[config.mk]
export PLATFORM = sky130hd
export DESIGN_NAME = mem_port_arbiter_flat
export DESIGN_NICKNAME = d
export VERILOG_FILES = /design/src/rtl/mem_port_arbiter_if.sv /design/src/rtl/mem_port_arbiter.sv /design/src/flat_wrapper.sv
export SDC_FILE = /design/constraint.sdc
export NUM_CORES = 1
export LEC_CHECK = 0
export ABC_AREA = 1
export CAP_MARGIN = 15
export CORE_UTILIZATION = 39
export CTS_BUF_LIST = sky130_fd_sc_hd__clkbuf_4 sky130_fd_sc_hd__clkbuf_8
export CTS_CLUSTER_DIAMETER = 100
export CTS_CLUSTER_SIZE = 10
export DETAILED_ROUTE_END_ITERATION = 7
export PLACE_DENSITY_LB_ADDON = 0.2
export RECOVER_POWER = 25
export SYNTH_ARGS = -nofsm -noshare
export SYNTH_HDL_FRONTEND = slang
export SYNTH_SLANG_ARGS = --single-unit
[constraint.sdc]
create_clock -name clk -period 1.27 [get_ports clk]
set_input_delay 0.1905 -clock clk [delete_from_list [all_inputs] [get_ports clk]]
set_output_delay 0.1905 -clock clk [all_outputs]
set_load 0.05 [all_outputs]
[src/rtl/mem_port_arbiter_if.sv]
// mem_port_arbiter_if: requester handshakes (DBG, DM, IF) and the memory-macro port of the arbiter.
// The arbiter connects through the slave modport; requesters and the memory connect through master.
interface mem_port_arbiter_if #(
    parameter int unsigned WIDTH    = 32,
    parameter int unsigned ADDRSIZE = 12
);
    // debug / program loader
    logic                dbg_req;
    logic                dbg_we;
    logic [ADDRSIZE-1:0] dbg_addr;
    logic [WIDTH-1:0]    dbg_wdata;
    logic                dbg_gnt;
    logic                dbg_rvalid;
    // data access for LD/STR
    logic                dm_req;
    logic                dm_we;
    logic [ADDRSIZE-1:0] dm_addr;
    logic [WIDTH-1:0]    dm_wdata;
    logic                dm_gnt;
    logic                dm_rvalid;
    // instruction fetch (read only)
    logic                if_req;
    logic [ADDRSIZE-1:0] if_addr;
    logic                if_gnt;
    logic                if_rvalid;
    // shared read return and status
    logic [WIDTH-1:0]    rdata;
    logic                busy;
    // memory macro
    logic                mem_en;
    logic                mem_we;
    logic [ADDRSIZE-1:0] mem_addr;
    logic [WIDTH-1:0]    mem_wdata;
    logic [WIDTH-1:0]    mem_rdata;

    modport slave (
        input  dbg_req, dbg_we, dbg_addr, dbg_wdata,
        input  dm_req, dm_we, dm_addr, dm_wdata,
        input  if_req, if_addr,
        input  mem_rdata,
        output dbg_gnt, dbg_rvalid, dm_gnt, dm_rvalid, if_gnt, if_rvalid,
        output rdata, busy,
        output mem_en, mem_we, mem_addr, mem_wdata
    );

    modport master (
        output dbg_req, dbg_we, dbg_addr, dbg_wdata,
        output dm_req, dm_we, dm_addr, dm_wdata,
        output if_req, if_addr,
        output mem_rdata,
        input  dbg_gnt, dbg_rvalid, dm_gnt, dm_rvalid, if_gnt, if_rvalid,
        input  rdata, busy,
        input  mem_en, mem_we, mem_addr, mem_wdata
    );
endinterface

[src/rtl/mem_port_arbiter.sv]
// mem_port_arbiter: shares one single-port synchronous memory between DBG, DM and IF.
// One transaction in flight: IDLE (arbitrate + capture) -> ISSUE (strobe memory) -> RDATA (reads).
// Build macro MEM_ARB_STARVE_GUARD_EN: IF is forced to win after STARVE_LIMIT consecutive losses.
module mem_port_arbiter #(
    parameter int unsigned WIDTH        = 32,
    parameter int unsigned ADDRSIZE     = 12
`ifdef MEM_ARB_STARVE_GUARD_EN
    ,
    parameter int unsigned STARVE_LIMIT = 4
`endif
) (
    input  logic              clk,
    input  logic              rst_n,
    mem_port_arbiter_if.slave bus
);
    typedef enum logic [1:0] {S_IDLE = 2'd0, S_ISSUE = 2'd1, S_RDATA = 2'd2} state_e;
    typedef enum logic [1:0] {OWN_DBG = 2'd0, OWN_DM = 2'd1, OWN_IF = 2'd2} owner_e;

    state_e              r_state;
    state_e              w_state_nxt;
    owner_e              r_owner;
    owner_e              w_win;
    logic                r_we;
    logic [ADDRSIZE-1:0] r_addr;
    logic [WIDTH-1:0]    r_wdata;
    logic [WIDTH-1:0]    r_rdata;
    logic [2:0]          r_gnt;
    logic [2:0]          r_rvalid;
    logic                r_busy;
    logic                r_mem_en;
    logic                r_mem_we;
    logic                w_any_req;
    logic                w_arb;
    logic                w_win_we;
    logic [ADDRSIZE-1:0] w_win_addr;
    logic [WIDTH-1:0]    w_win_wdata;
    logic [2:0]          w_gnt_nxt;
    logic [2:0]          w_rvalid_nxt;

`ifdef MEM_ARB_STARVE_GUARD_EN
    localparam int unsigned STARVE_W = $clog2(STARVE_LIMIT + 1);
    logic [STARVE_W-1:0] r_starve_cnt;
    logic                w_if_force;

    assign w_if_force = bus.if_req && (r_starve_cnt == STARVE_W'(STARVE_LIMIT));

    // Count consecutive IF losses; clear when IF wins or stops asking.
    always_ff @(posedge clk) begin
        if (!rst_n) begin
            r_starve_cnt <= '0;
        end else if (r_state == S_IDLE) begin
            if (!bus.if_req || w_win == OWN_IF) begin
                r_starve_cnt <= '0;
            end else if (r_starve_cnt != STARVE_W'(STARVE_LIMIT)) begin
                r_starve_cnt <= r_starve_cnt + STARVE_W'(1);
            end
        end
    end
`endif

    // Winner selection, next state and next-cycle grant/valid strobes.
    always_comb begin
        w_state_nxt  = r_state;
        w_any_req    = bus.dbg_req | bus.dm_req | bus.if_req;
        w_arb        = 1'b0;
        w_win        = OWN_IF;
        w_win_we     = 1'b0;
        w_win_addr   = bus.if_addr;
        w_win_wdata  = '0;
        w_gnt_nxt    = 3'b000;
        w_rvalid_nxt = 3'b000;

        if (bus.dbg_req) begin
            w_win = OWN_DBG;
        end else if (bus.dm_req) begin
            w_win = OWN_DM;
        end
`ifdef MEM_ARB_STARVE_GUARD_EN
        if (w_if_force) begin
            w_win = OWN_IF;
        end
`endif

        case (w_win)
            OWN_DBG: begin
                w_win_we    = bus.dbg_we;
                w_win_addr  = bus.dbg_addr;
                w_win_wdata = bus.dbg_wdata;
            end
            OWN_DM: begin
                w_win_we    = bus.dm_we;
                w_win_addr  = bus.dm_addr;
                w_win_wdata = bus.dm_wdata;
            end
            default: begin
                w_win_we    = 1'b0;
                w_win_addr  = bus.if_addr;
                w_win_wdata = '0;
            end
        endcase

        case (r_state)
            S_IDLE: begin
                if (w_any_req) begin
                    w_arb       = 1'b1;
                    w_state_nxt = S_ISSUE;
                    case (w_win)
                        OWN_DBG: w_gnt_nxt = 3'b001;
                        OWN_DM:  w_gnt_nxt = 3'b010;
                        default: w_gnt_nxt = 3'b100;
                    endcase
                end
            end
            S_ISSUE: w_state_nxt = r_we ? S_IDLE : S_RDATA;
            S_RDATA: begin
                w_state_nxt = S_IDLE;
                case (r_owner)
                    OWN_DBG: w_rvalid_nxt = 3'b001;
                    OWN_DM:  w_rvalid_nxt = 3'b010;
                    default: w_rvalid_nxt = 3'b100;
                endcase
            end
            default: w_state_nxt = S_IDLE;
        endcase
    end

    // State register.
    always_ff @(posedge clk) begin
        if (!rst_n) begin
            r_state <= S_IDLE;
        end else begin
            r_state <= w_state_nxt;
        end
    end

    // Capture the winning request; frozen until the next arbitration.
    always_ff @(posedge clk) begin
        if (!rst_n) begin
            r_owner <= OWN_DBG;
            r_we    <= 1'b0;
            r_addr  <= '0;
            r_wdata <= '0;
        end else if (w_arb) begin
            r_owner <= w_win;
            r_we    <= w_win_we;
            r_addr  <= w_win_addr;
            r_wdata <= w_win_wdata;
        end
    end

    // Registered handshake, status and memory strobes; reset drops any in-flight read.
    always_ff @(posedge clk) begin
        if (!rst_n) begin
            r_gnt    <= 3'b000;
            r_rvalid <= 3'b000;
            r_busy   <= 1'b0;
            r_mem_en <= 1'b0;
            r_mem_we <= 1'b0;
            r_rdata  <= '0;
        end else begin
            r_gnt    <= w_gnt_nxt;
            r_rvalid <= w_rvalid_nxt;
            r_busy   <= (w_state_nxt != S_IDLE);
            r_mem_en <= w_arb;
            r_mem_we <= w_arb && w_win_we;
            if (r_state == S_RDATA) begin
                r_rdata <= bus.mem_rdata;
            end
        end
    end

    assign bus.dbg_gnt    = r_gnt[0];
    assign bus.dm_gnt     = r_gnt[1];
    assign bus.if_gnt     = r_gnt[2];
    assign bus.dbg_rvalid = r_rvalid[0];
    assign bus.dm_rvalid  = r_rvalid[1];
    assign bus.if_rvalid  = r_rvalid[2];
    assign bus.rdata      = r_rdata;
    assign bus.busy       = r_busy;
    assign bus.mem_en     = r_mem_en;
    assign bus.mem_we     = r_mem_we;
    assign bus.mem_addr   = r_addr;
    assign bus.mem_wdata  = r_wdata;
endmodule

[src/flat_wrapper.sv]
// flat-port wrapper written by rule: the top's interface ports become plain ports
module mem_port_arbiter_flat 
#(
    parameter int unsigned WIDTH        = 32,
    parameter int unsigned ADDRSIZE     = 12

)
  (clk, rst_n, bus_dbg_req, bus_dbg_we, bus_dbg_addr, bus_dbg_wdata, bus_dm_req, bus_dm_we, bus_dm_addr, bus_dm_wdata, bus_if_req, bus_if_addr, bus_mem_rdata, bus_dbg_gnt, bus_dbg_rvalid, bus_dm_gnt, bus_dm_rvalid, bus_if_gnt, bus_if_rvalid, bus_rdata, bus_busy, bus_mem_en, bus_mem_we, bus_mem_addr, bus_mem_wdata);
  mem_port_arbiter_if #(.WIDTH(WIDTH), .ADDRSIZE(ADDRSIZE)) bus_i ();
  input  logic clk;
  input  logic rst_n;
  input wire logic [$bits(bus_i.dbg_req)-1:0] bus_dbg_req;
  input wire logic [$bits(bus_i.dbg_we)-1:0] bus_dbg_we;
  input wire logic [$bits(bus_i.dbg_addr)-1:0] bus_dbg_addr;
  input wire logic [$bits(bus_i.dbg_wdata)-1:0] bus_dbg_wdata;
  input wire logic [$bits(bus_i.dm_req)-1:0] bus_dm_req;
  input wire logic [$bits(bus_i.dm_we)-1:0] bus_dm_we;
  input wire logic [$bits(bus_i.dm_addr)-1:0] bus_dm_addr;
  input wire logic [$bits(bus_i.dm_wdata)-1:0] bus_dm_wdata;
  input wire logic [$bits(bus_i.if_req)-1:0] bus_if_req;
  input wire logic [$bits(bus_i.if_addr)-1:0] bus_if_addr;
  input wire logic [$bits(bus_i.mem_rdata)-1:0] bus_mem_rdata;
  output wire logic [$bits(bus_i.dbg_gnt)-1:0] bus_dbg_gnt;
  output wire logic [$bits(bus_i.dbg_rvalid)-1:0] bus_dbg_rvalid;
  output wire logic [$bits(bus_i.dm_gnt)-1:0] bus_dm_gnt;
  output wire logic [$bits(bus_i.dm_rvalid)-1:0] bus_dm_rvalid;
  output wire logic [$bits(bus_i.if_gnt)-1:0] bus_if_gnt;
  output wire logic [$bits(bus_i.if_rvalid)-1:0] bus_if_rvalid;
  output wire logic [$bits(bus_i.rdata)-1:0] bus_rdata;
  output wire logic [$bits(bus_i.busy)-1:0] bus_busy;
  output wire logic [$bits(bus_i.mem_en)-1:0] bus_mem_en;
  output wire logic [$bits(bus_i.mem_we)-1:0] bus_mem_we;
  output wire logic [$bits(bus_i.mem_addr)-1:0] bus_mem_addr;
  output wire logic [$bits(bus_i.mem_wdata)-1:0] bus_mem_wdata;
  assign bus_i.dbg_req = bus_dbg_req;
  assign bus_i.dbg_we = bus_dbg_we;
  assign bus_i.dbg_addr = bus_dbg_addr;
  assign bus_i.dbg_wdata = bus_dbg_wdata;
  assign bus_i.dm_req = bus_dm_req;
  assign bus_i.dm_we = bus_dm_we;
  assign bus_i.dm_addr = bus_dm_addr;
  assign bus_i.dm_wdata = bus_dm_wdata;
  assign bus_i.if_req = bus_if_req;
  assign bus_i.if_addr = bus_if_addr;
  assign bus_i.mem_rdata = bus_mem_rdata;
  assign bus_dbg_gnt = bus_i.dbg_gnt;
  assign bus_dbg_rvalid = bus_i.dbg_rvalid;
  assign bus_dm_gnt = bus_i.dm_gnt;
  assign bus_dm_rvalid = bus_i.dm_rvalid;
  assign bus_if_gnt = bus_i.if_gnt;
  assign bus_if_rvalid = bus_i.if_rvalid;
  assign bus_rdata = bus_i.rdata;
  assign bus_busy = bus_i.busy;
  assign bus_mem_en = bus_i.mem_en;
  assign bus_mem_we = bus_i.mem_we;
  assign bus_mem_addr = bus_i.mem_addr;
  assign bus_mem_wdata = bus_i.mem_wdata;
  mem_port_arbiter #(.WIDTH(WIDTH), .ADDRSIZE(ADDRSIZE)) u_core (.clk(clk), .rst_n(rst_n), .bus(bus_i));
endmodule
==> results.ini <==
[floorplan]
die_x_um=102
dieArea_sq_um=10300
ioPinCount=224
std_cell_rows=35
core_sq_um=9420
initial_core_util_pct=41.1
die_h_um=102

[final_layout]
layout.nets=897
final_cell_mix=nand2_1, nand3_1, clkdlybuf4s50_1
final_area_sq_um=6750
fin_util_pct=71.6
area_delta_synth_final_pct=74.4
layout_commonest_cell=nand2_1
n_antenna_cell=0
drive_above_1_share_pct=17.4
fill_cells=710
finalNonFillerCells=892

[critical_path]
cpPeakStageDelay_ps=340
critical_path_class=reg2out
reg2reg_depth=6
r2r_slack_ps=100
crit_start=u_core.bus.mem_wdata[6]$_SDFFE_PN0P_
crit_fanout=2
r2r-end=u_core.bus.busy$_SDFF_PN0_
worstPathArrival_ps=990
r2r_start=u_core.r_state[0]$_SDFF_PN0_
cpMaxStageDelayCell=dfxtp_1
cpLargestDelayFamily=flip-flops
endpoint_kind=output pin
start_kind=register
path_cells=clkbuf_2
worst_ep_required_time_ps=1080
path_buf_inv=1

[clocking]
cts_resized=0
cts_tree=yes
hold_buffers=0
clkTransAtPathRegs_ps=100
clkSinkCount=90
cts-htree-levels=3
cts_buffers=9
insertion_delay_ps=350
postCtsSetupRepairBufs=0
clockBufferDepth=2
cts_root_buf=clkbuf_8

[sta]
fmax_mhz=849
slew_violations=0
min_period_ps=1180
worst_pin_slew_ps=368
skew_ps=13.0
grt_setup_unrepaired=no
setup_ws_ps=92.4
finalSetupViolations=0
fin_crit_sh_pct=92.7
finalHoldViolCount=0
slew_headroom_pct=75.5

[pwr]
power_mw=7.61
power-per-cell-area_nw_per_um2=1130
power_leakage_nw=3.15
peakVddDrop_uv=624

[global_route]
grtUsageMet3_pct=7.73
grt_pass1_vias=4515
grt_pass1_wl_mm=20.9
use_met2_pct=47.0
grt.met1_usage_pct=26.0
grt_usage_pct=26.0
grt_busiest_layer=met2
grt_max_degree=36
overflow=0
antenna_found_initial=0

[synth]
synth_top_area_cell=dfxtp_1
synth-edff-count=0
synth_cell_types=19
yosysWarnings=0
synthesis.area_sq_um=3870
syn-num-nets=688
synthCells=549
ys_async_sr_fraction_pct=0
synth-seq-cells=90
postSynthAreaPerCell_sq_um=7.04
yosysSeqAreaShare_pct=46.6
synthFlopType=dfxtp_1
synth.top_cell.area_share_pct=46.6
synth.area.top_cells=dfxtp_1, nand3_1, nand2_1, nor2_1, o21ai_0

[place]
dp.cells=875
io_buffers=223
placed_area_sq_um=7050
place_congestion=0.769
preCtsSetupSlack_ps=-118
dp_hpwl_mm=10.1

[route]
routed_wl_mm=13.4
ant_nets=0
drc=0
drt_first_pass_iters=5
vias_per_cell=5.07
drt-initial-drc-count=194
wl_per_cell_um=15.0
vias=4522

[run_status]
status=finished clean

[worst_hold_path]
min_to=u_core.bus.rdata[21]$_SDFFE_PN0N_
whs_path_depth=3
hp-start=rst_n
worstHoldPathType=in2reg

[job]
cap_violations=0

-- state kept, by name, indices dropped and copies added (netlist names) --
name / cells
u_core.r_rvalid: 3
u_core.r_we: 1
u_core.bus.mem_addr: 12
u_core.bus.mem_we: 1
u_core.r_state: 2
u_core.r_gnt: 3
u_core.bus.busy: 1
u_core.bus.mem_wdata: 32
u_core.bus.mem_en: 1
u_core.r_owner: 2
u_core.bus.rdata: 32
-- final cells by class --
class	count	area, sq um	share of cell area (%)
multi-input cells	405	1790	26.5
clock inverters	6	50.0	0.742
inverters	11	41.3	0.612
clock buffers	10	138	2.04
repair buffers	241	2770	41.0
well taps	129	161	2.39
flip-flops and latches	90	1800	26.7
-- cells in the mapped netlist, types with 4 or more instances --
cell type	count
nand2_1	153
nor2_4	4
buf_2	23
o21ai_0	28
o21ai_1	5
inv_1	8
nor2_1	70
dfxtp_1	90
clkbuf_1	9
nand3_1	139
buf_6	5
-- layer usage --
layer  share of wire (%)  vias up
met5                   0        -
met4                 4.6        0
met3                 7.9       44
met2                  51      204
met1                  36     2077
li1                    -     2197
-- stage by stage --
| stage | hold slack [ps] | setup TNS [ps] |
|---|---|---|
| after floorplan | 325 | 0 |
| after global placement | 447 | -3560 |
| after detailed placement | 453 | -4330 |
| after CTS | 173 | 0 |
| after global routing | 165 | 0 |
| final | 185 | 0 |
-- power breakdown --
group / switching, mW / internal, mW
registers: 0.184 / 3.04
logic: 1.39 / 1.13
clock network: 1.07 / 0.789
total: 2.65 / 4.96
-- logic make-up (layout without fill, tap and decap cells) --
kind of cell,count (synthesis),in the layout,synth area share [%]
buffers and inverters,54,268,7.25
AOI/OAI and AO/OA,33,33,4.27
DFF,90,90,46.6
and+or+nand+nor,372,372,41.9
-- how the worst max path moves through the flow --
stage / end / slack (ps) / depth (start not counted)
floorplan: u_core.bus.mem_wdata[17]$_SDFFE_PN0P_ / 210 / 6
global placement: u_core.bus.mem_wdata[29]$_SDFFE_PN0P_ / -80 / 7
detailed placement: u_core.bus.mem_wdata[4]$_SDFFE_PN0P_ / -120 / 7
CTS: u_core.bus.rdata[14]$_SDFFE_PN0N_ / 30 / 5
global route: u_core.r_we$_SDFFE_PN0P_ / 7 / 6
finish: bus_mem_wdata[6] / 90 / 1
No activity file was read; power rests on OpenSTA's default activity.
